### src/rtl/s3g_rx.sv
// s3g_rx: byte-level receiver/framer for S3G host packets.
//
// Sits between the UART receiver and the command executor. It hunts for the
// 0xD5 start byte, takes a length byte L (0..16), collects L payload bytes
// into a parallel buffer and compares the trailing byte against a CRC8
// (Dallas/Maxim, reflected poly 0x8C, init 0) computed over the payload only.
//
// Ports
//   clk           in   system clock, rising edge
//   rst           in   asynchronous active-low reset
//   rx_data[7:0]  in   received byte, qualified by rx_done
//   rx_done       in   one-cycle strobe, rx_data holds a new byte
//   packet_done   out  one-cycle pulse: CRC-good packet received
//   packet_error  out  one-cycle pulse: CRC mismatch or length > 16
//   payload_len   out  length byte of the last packet that reached LEN
//   buffer_valid  out  high while buf0..buf15 hold a CRC-checked payload
//   buf0..buf15   out  payload bytes, buf0 = first byte; unused bytes read 0
//   dbg_state     out  current FSM state (0 IDLE, 1 LEN, 2 PAYLOAD, 3 CRC)
//
// Handshake: a byte is consumed on a rising edge only when rx_done=1; there
// is no ready/back-pressure, so strobes may arrive on consecutive cycles.

module s3g_rx (
  input  logic       clk,
  input  logic       rst,
  input  logic [7:0] rx_data,
  input  logic       rx_done,
  output logic       packet_done,
  output logic       packet_error,
  output logic [7:0] payload_len,
  output logic       buffer_valid,
  output logic [7:0] buf0,
  output logic [7:0] buf1,
  output logic [7:0] buf2,
  output logic [7:0] buf3,
  output logic [7:0] buf4,
  output logic [7:0] buf5,
  output logic [7:0] buf6,
  output logic [7:0] buf7,
  output logic [7:0] buf8,
  output logic [7:0] buf9,
  output logic [7:0] buf10,
  output logic [7:0] buf11,
  output logic [7:0] buf12,
  output logic [7:0] buf13,
  output logic [7:0] buf14,
  output logic [7:0] buf15,
  output logic [1:0] dbg_state
);

  typedef enum logic [1:0] {
    ST_IDLE    = 2'd0,
    ST_LEN     = 2'd1,
    ST_PAYLOAD = 2'd2,
    ST_CRC     = 2'd3
  } state_t;

  localparam logic [7:0] START_BYTE = 8'hD5;

  state_t     state_q;
  logic [3:0] index_q;
  logic [7:0] crc_q;
  logic [7:0] crc_d;
  logic [7:0] len_q;
  logic       done_q;
  logic       error_q;
  logic       valid_q;
  logic [7:0] buf_q [16];

  // One byte of the reflected Dallas/Maxim CRC8.
  function automatic logic [7:0] crc8_next(input logic [7:0] crc, input logic [7:0] b);
    logic [7:0] c;
    c = crc ^ b;
    for (int i = 0; i < 8; i++) begin
      c = c[0] ? ((c >> 1) ^ 8'h8C) : (c >> 1);
    end
    return c;
  endfunction

  always_comb begin
    crc_d = crc8_next(crc_q, rx_data);
  end

  always_ff @(posedge clk or negedge rst) begin
    if (!rst) begin
      state_q <= ST_IDLE;
      index_q <= 4'd0;
      crc_q   <= 8'd0;
      len_q   <= 8'd0;
      done_q  <= 1'b0;
      error_q <= 1'b0;
      valid_q <= 1'b0;
      for (int i = 0; i < 16; i++) buf_q[i] <= 8'd0;
    end else begin
      // Status outputs are single-cycle pulses.
      done_q  <= 1'b0;
      error_q <= 1'b0;
      if (rx_done) begin
        case (state_q)
          ST_IDLE: begin
            if (rx_data == START_BYTE) begin
              valid_q <= 1'b0;
              crc_q   <= 8'd0;
              for (int i = 0; i < 16; i++) buf_q[i] <= 8'd0;
              state_q <= ST_LEN;
            end
          end
          ST_LEN: begin
            len_q   <= rx_data;
            index_q <= 4'd0;
            if (rx_data == 8'd0) begin
              state_q <= ST_CRC;
            end else if (rx_data <= 8'd16) begin
              state_q <= ST_PAYLOAD;
            end else begin
              error_q <= 1'b1;
              state_q <= ST_IDLE;
            end
          end
          ST_PAYLOAD: begin
            // 0xD5 here is plain data; only IDLE hunts for the start byte.
            buf_q[index_q] <= rx_data;
            crc_q          <= crc_d;
            if ({4'd0, index_q} == (len_q - 8'd1)) begin
              state_q <= ST_CRC;
            end else begin
              index_q <= index_q + 4'd1;
            end
          end
          ST_CRC: begin
            if (rx_data == crc_q) begin
              done_q  <= 1'b1;
              valid_q <= 1'b1;
            end else begin
              error_q <= 1'b1;
            end
            state_q <= ST_IDLE;
          end
          default: state_q <= ST_IDLE;
        endcase
      end
    end
  end

  assign packet_done  = done_q;
  assign packet_error = error_q;
  assign payload_len  = len_q;
  assign buffer_valid = valid_q;
  assign dbg_state    = state_q;

  assign buf0  = buf_q[0];
  assign buf1  = buf_q[1];
  assign buf2  = buf_q[2];
  assign buf3  = buf_q[3];
  assign buf4  = buf_q[4];
  assign buf5  = buf_q[5];
  assign buf6  = buf_q[6];
  assign buf7  = buf_q[7];
  assign buf8  = buf_q[8];
  assign buf9  = buf_q[9];
  assign buf10 = buf_q[10];
  assign buf11 = buf_q[11];
  assign buf12 = buf_q[12];
  assign buf13 = buf_q[13];
  assign buf14 = buf_q[14];
  assign buf15 = buf_q[15];

endmodule

### config.mk
export PLATFORM = sky130hd
export DESIGN_NAME = s3g_rx
export DESIGN_NICKNAME = d
export VERILOG_FILES = /design/src/rtl/s3g_rx.sv
export SDC_FILE = /design/constraint.sdc
export NUM_CORES = 1
export LEC_CHECK = 0
export BUFFER_PORTS_ARGS = -buffer_cell sky130_fd_sc_hd__buf_4
export CAP_MARGIN = 5
export CORE_ASPECT_RATIO = 0.5
export CORE_UTILIZATION = 48
export DETAILED_ROUTE_END_ITERATION = 8
export GPL_TIMING_DRIVEN = 0
export PLACE_DENSITY = 0.76
export SETUP_SLACK_MARGIN = 0.05
export SYNTH_ARGS = -nofsm -noshare
export SYNTH_HDL_FRONTEND = slang
export SYNTH_SLANG_ARGS = --single-unit
### constraint.sdc
create_clock -name clk -period 1.8 [get_ports clk]
set_input_delay 0.18 -clock clk [delete_from_list [all_inputs] [get_ports clk]]
set_output_delay 0.18 -clock clk [all_outputs]
set_load 0.01 [all_outputs]
Word-level counts from Yosys, hierarchy flattened
Cells that the tools add are included.
{"block": "word_totals", "register_bits": 153, "elab_cells": 92, "output_inout_bits": 141, "inputBits": 11}
{"block": "classes", "n_addsub": 2, "reduce_logical": 11, "eq_ne": 10, "bitwise_logic": 10, "n_lt_le_gt_ge": 3, "muxes": 33}
{"cell": "$pmux W128 S2", "n": 1}
{"cell": "$bwmux W128", "n": 1}
{"cell": "$mux W128", "n": 1}
{"cell": "$mux W8", "n": 10}
{"cell": "$demux W8 S4", "n": 1}
{"cell": "$not A2 Y3", "n": 8}
{"cell": "$pmux W8 S2", "n": 1}
{"cell": "$mux W1", "n": 9}
{"cell": "$reduce_and A3 Y1", "n": 3}
{"cell": "$eq A4 B8 Y1", "n": 1}
{"cell": "$eq A8 B8 Y1", "n": 1}
{"cell": "$eq A8 B8 Y1 const B", "n": 1}
{"cell": "$le A8 B5 Y1 const B", "n": 1}
{"cell": "$logic_not A8 Y1", "n": 1}
{"cell": "$mux W2", "n": 4}
{"cell": "$ne A2 B2 Y1 const B", "n": 4}
{"cell": "$pmux W2 S4", "n": 1}
{"cell": "$pmux W4 S2", "n": 1}
{"cell": "$sub A8 B1 Y8 const B", "n": 1}
{"cell": "$xor A8 B8 Y8", "n": 1}
{"cell": "$reduce_bool A2 Y1", "n": 3}
{"cell": "$ge A5 B5 Y1 const B", "n": 1}
{"cell": "$lt A5 B1 Y1 const B", "n": 1}
{"cell": "$not A4 Y5", "n": 1}
{"cell": "other kinds (9)", "n": 11}

Depth between registers and ports, before layout
{"block": "logic_depth", "depth_word": 18, "ltp_mapped": 8, "ltp_nobuf": 7}

Worst setup path after synthesis
Ideal clock, no wire load.
{"block": "synth_timing", "path_kind": "reg2reg", "start": "reg len_q[0] (netlist: payload_len[0])", "end": "reg index_q[1]", "slack_ps": -124, "arrival_time_ps": 1793, "n_path_buf": 0, "path_stages_with_launch": 8, "t_required_ps": 1668, "path_cell_list": "dfrtp_1 > inv_1 > ha_1 > xnor2_1 > nor4_1 > o21ai_1 > o2111ai_1 > or3b_1"}
{"block": "synth_via", "elab_chain_cells": 4}
{"item": "start, declared", "line": "64", "source": "logic [7:0] len_q;"}
{"item": "start signal, assigned", "line": "109", "source": "len_q <= rx_data;"}
{"item": "$sub A8 B1 Y8", "line": "124", "source": "if ({4'd0, index_q} == (len_q - 8'd1)) begin"}
{"item": "$eq A4 B8 Y1", "line": "124"}
{"item": "$ne A2 B2 Y1 (no source line)"}
{"item": "$reduce_and A3 Y1 (no source line)"}
{"item": "end signal, assigned", "line": "127", "source": "index_q <= index_q + 4'd1;"}
{"item": "end, declared", "line": "61", "source": "logic [3:0] index_q;"}
No other way between the ends.
A chain may end at the register's enable or synchronous reset.

Final worst setup path
Same ends and word-level chain as after synthesis.

==> impl_metrics.tcl <==
set metrics [dict create \
    status "finished, violations left" \
    violations "negative setup slack" \
    cp.arrival_ns 2.13 \
    drive_gt1_share_pct 41.4 \
    dp_hpwl_microns 11600 \
    first_global_vias 4884 \
    cp_max_fo 5 \
    fmax_mhz 547 \
    path_cells "inv_2, ha_4, xnor2_1, nor4_2, o21ai_2, o2111ai_2, or3b_1" \
    cts_inserted_buffers 17 \
    die_area_sq_um 13600 \
    synthCells 487 \
    drc 0 \
    seq_area_sq_um 3830 \
    crit_path_start_kind "register" \
    synth_seq_cells 153 \
    skew_ns 0.0100 \
    synth_cell_type_count 46 \
    finalHoldViolCount 0 \
    antenna_found_initial 0 \
    postRouteAntennaNets 0 \
    via_per_inst 5.82 \
    start_util_pct 49.4 \
    setup_slack_ns -0.0293 \
    yosysWarnings 0 \
    syn_area_per_cell_sq_um 12.9 \
    grt_usage_pct 28.2 \
    synth-edff-count 0 \
    cts_root_buf "clkbuf_16" \
    clk_latency_ns 0.42 \
    area_delta_synth_final_pct 36.5 \
    tritoncts "built" \
    period_needed_ns 1.83 \
    die_x_microns 164 \
    maxCapViolCount 0 \
    worst_slew_pin_slew_ns 0.849 \
    post_drt_wl_per_cell_microns 21.6 \
    syn_nets 503 \
    syn_area_sq_um 6270 \
    finish.utilization_pct 67.4 \
    cp.required_ns 2.10 \
    max_slew_margin_pct 43.4 \
    seq_area_frac_synth_pct 61.0 \
    cts_max_path_buffers 2 \
    fillers 948 \
    dieHeight_microns 82.8 \
    endpoint_kind "register" \
    grt_pass1_wl_microns 28500 \
    gp_congestion 0.909 \
    multiInputGateArea_sq_um 2470 \
    clock_sinks 153 \
    clkTransAtPathRegs_ns 0.07 \
    setup_viol 1 \
    drt_first_pass_iters 5 \
    whs_ns 0.0777 \
    overflow 0 \
    core_sq_um 12700 \
    slowest_stage "dfrtp_2" \
    peakVddDrop_mv 0.712 \
    drt_iter0_markers 353 \
    crit_type "reg2reg" \
    port-buffer-count 149 \
    wl_microns 18300 \
    cellLeakagePower_nw 3.95 \
    num-nets-final 682 \
    synthFlopType "dfrtp_1" \
    slew_violations 0 \
    slowest_delay_ns 0.43 \
    grt_max_degree 93 \
    vias 4942 \
    n_antenna_cell 0 \
    io_pins 152 \
    rsz0062_at_grt "true" \
    fin_crit_sh_pct 102 \
    worst_hold_path_type "in2reg" \
    num_rows 29 \
    ys_async_sr_fraction_pct 100 \
    pwr_density_cell_nw_per_um2 1150 \
    htreeDepth 4 \
]
## worst max-delay path, delay by kind of cell, from the launching register on
| family | cells | cell delay (ns) |
|---|---|---|
| simple gates | 2 | 0.53 |
| flops | 1 | 0.43 |
| compound gates | 2 | 0.35 |
| fa+ha+maj | 1 | 0.20 |
| xor+xnor | 1 | 0.13 |
| buf+inv | 1 | 0.07 |
## metrics by stage
stage	setup WS [ns]	TNS, ns	std cells	power, W	cell area (sq um)
2_1_floorplan	-0.0410	-0.0410	487	0.00508	6280
3_3_place_gp	-0.317	-44.99	806	0.00564	7610
3_5_place_dp	-0.293	-18.97	807	0.00569	7640
4_1_cts	-0.0516	-0.0516	846	0.00975	8470
5_1_grt	-0.151	-0.314	849	0.0102	8560
6_report	-0.0293	-0.0293	849	0.00983	8560
## synth_stat cells (2+ instances only)
cell | instances | area share [%]
ha_1 | 5 | 1.0
buf_2 | 9 | 0.72
mux2i_1 | 3 | 0.48
o21ai_1 | 3 | 0.24
nand2_2 | 5 | 0.50
o31ai_1 | 2 | 0.24
or3_1 | 2 | 0.20
nor2_1 | 6 | 0.36
mux2_2 | 7 | 1.3
nand4_1 | 2 | 0.20
xnor2_1 | 17 | 2.4
a22o_1 | 4 | 0.56
a21oi_1 | 5 | 0.40
clkbuf_1 | 10 | 0.60
nand2_4 | 5 | 0.90
a31oi_1 | 2 | 0.20
nand3b_1 | 3 | 0.36
xor2_1 | 5 | 0.70
a32o_1 | 8 | 1.3
o21ai_0 | 10 | 0.80
xnor2_2 | 4 | 1.0
nand3_1 | 6 | 0.48
o2bb2ai_1 | 120 | 17
nor3_1 | 3 | 0.24
dfrtp_1 | 153 | 61
inv_1 | 8 | 0.48
nand4b_1 | 2 | 0.28
nor2b_1 | 3 | 0.30
nor4_1 | 4 | 0.40
buf_4 | 2 | 0.24
nand2_1 | 54 | 3.2
## where the power goes
part,total [W],switching (W),internal (W)
Sequential,0.00388,0.000209,0.00367
Clock,0.00392,0.00146,0.00247
Combinational,0.00203,0.00112,0.000909
Total,0.00983,0.00279,0.00705
## kinds of logic (layout without fill, tap and decap cells)
kind of cell	Yosys count	after routing	share of synthesized area (%)
buf+inv	30	222	2.27
fa+ha+maj	5	5	0.997
compound gates	160	160	21.2
flops	153	153	61.0
mux	10	10	1.73
simple gates	102	102	8.39
xor+xnor	27	27	4.37
## cell type report
type	instances	share of cell area [%]
clock buffer	21	5.61
buffer	21	1.61
timing repair buffer	161	14.4
tap	170	2.48
sequential	153	44.7
clock inverter	11	1.96
inverter	8	0.351
multi-input combinational	304	28.8
## final timing paths
path | startpoint | end | slack, ns | cells after the start
max | payload_len[0]$_DFFE_PN0P_ | index_q[1]$_DFFE_PN0P_ | -0.03 | 7
min | rx_data[7] | payload_len[7]$_DFFE_PN0P_ | 0.08 | 2
max reg2reg | payload_len[0]$_DFFE_PN0P_ | index_q[1]$_DFFE_PN0P_ | -0.03 | 7
min reg2reg | buf9[5]$_DFFE_PN0P_ | buf9[5]$_DFFE_PN0P_ | 0.49 | 1
max in group asynchronous | rst | index_q[0]$_DFFE_PN0P_ | 0.58 | 3
min in group asynchronous | rst | packet_error$_DFF_PN0_ | 0.42 | 2
## per-layer routing
metal | GRT usage, % | share of wire, % | up-vias
met2 | 42.3 | 47 | 153
met4 | 10.0 | 2.3 | 0
met5 | 0 | 0 | -
li1 | - | - | 2197
met3 | 6.29 | 5.0 | 34
met1 | 40.6 | 46 | 2558
## cell usage in the layout (no fill, tap or decap), types with 5 or more instances in the layout
cell	synthesis	final
buf_2	9	7
xnor2_1	17	17
buf_4	2	165
mux2_2	7	7
nor2_1	6	5
clkbuf_16	0	17
o21ai_0	10	8
a21oi_1	5	5
nand2_4	5	5
o2bb2ai_1	120	120
dfrtp_1	153	150
inv_1	8	6
nand2_1	54	40
xor2_1	5	5
nand2_2	5	19
a32o_1	8	8
## repair_timing
action	4_1_cts	5_1_grt
hold buffers	1	0
endpoints found under the hold margin	91	0
gates resized for setup	41	29
setup endpoints to repair	138	131
setup buffers	7	3
pin swaps	1	2
cloned	0	0
Power figures use the tool's default switching activity.
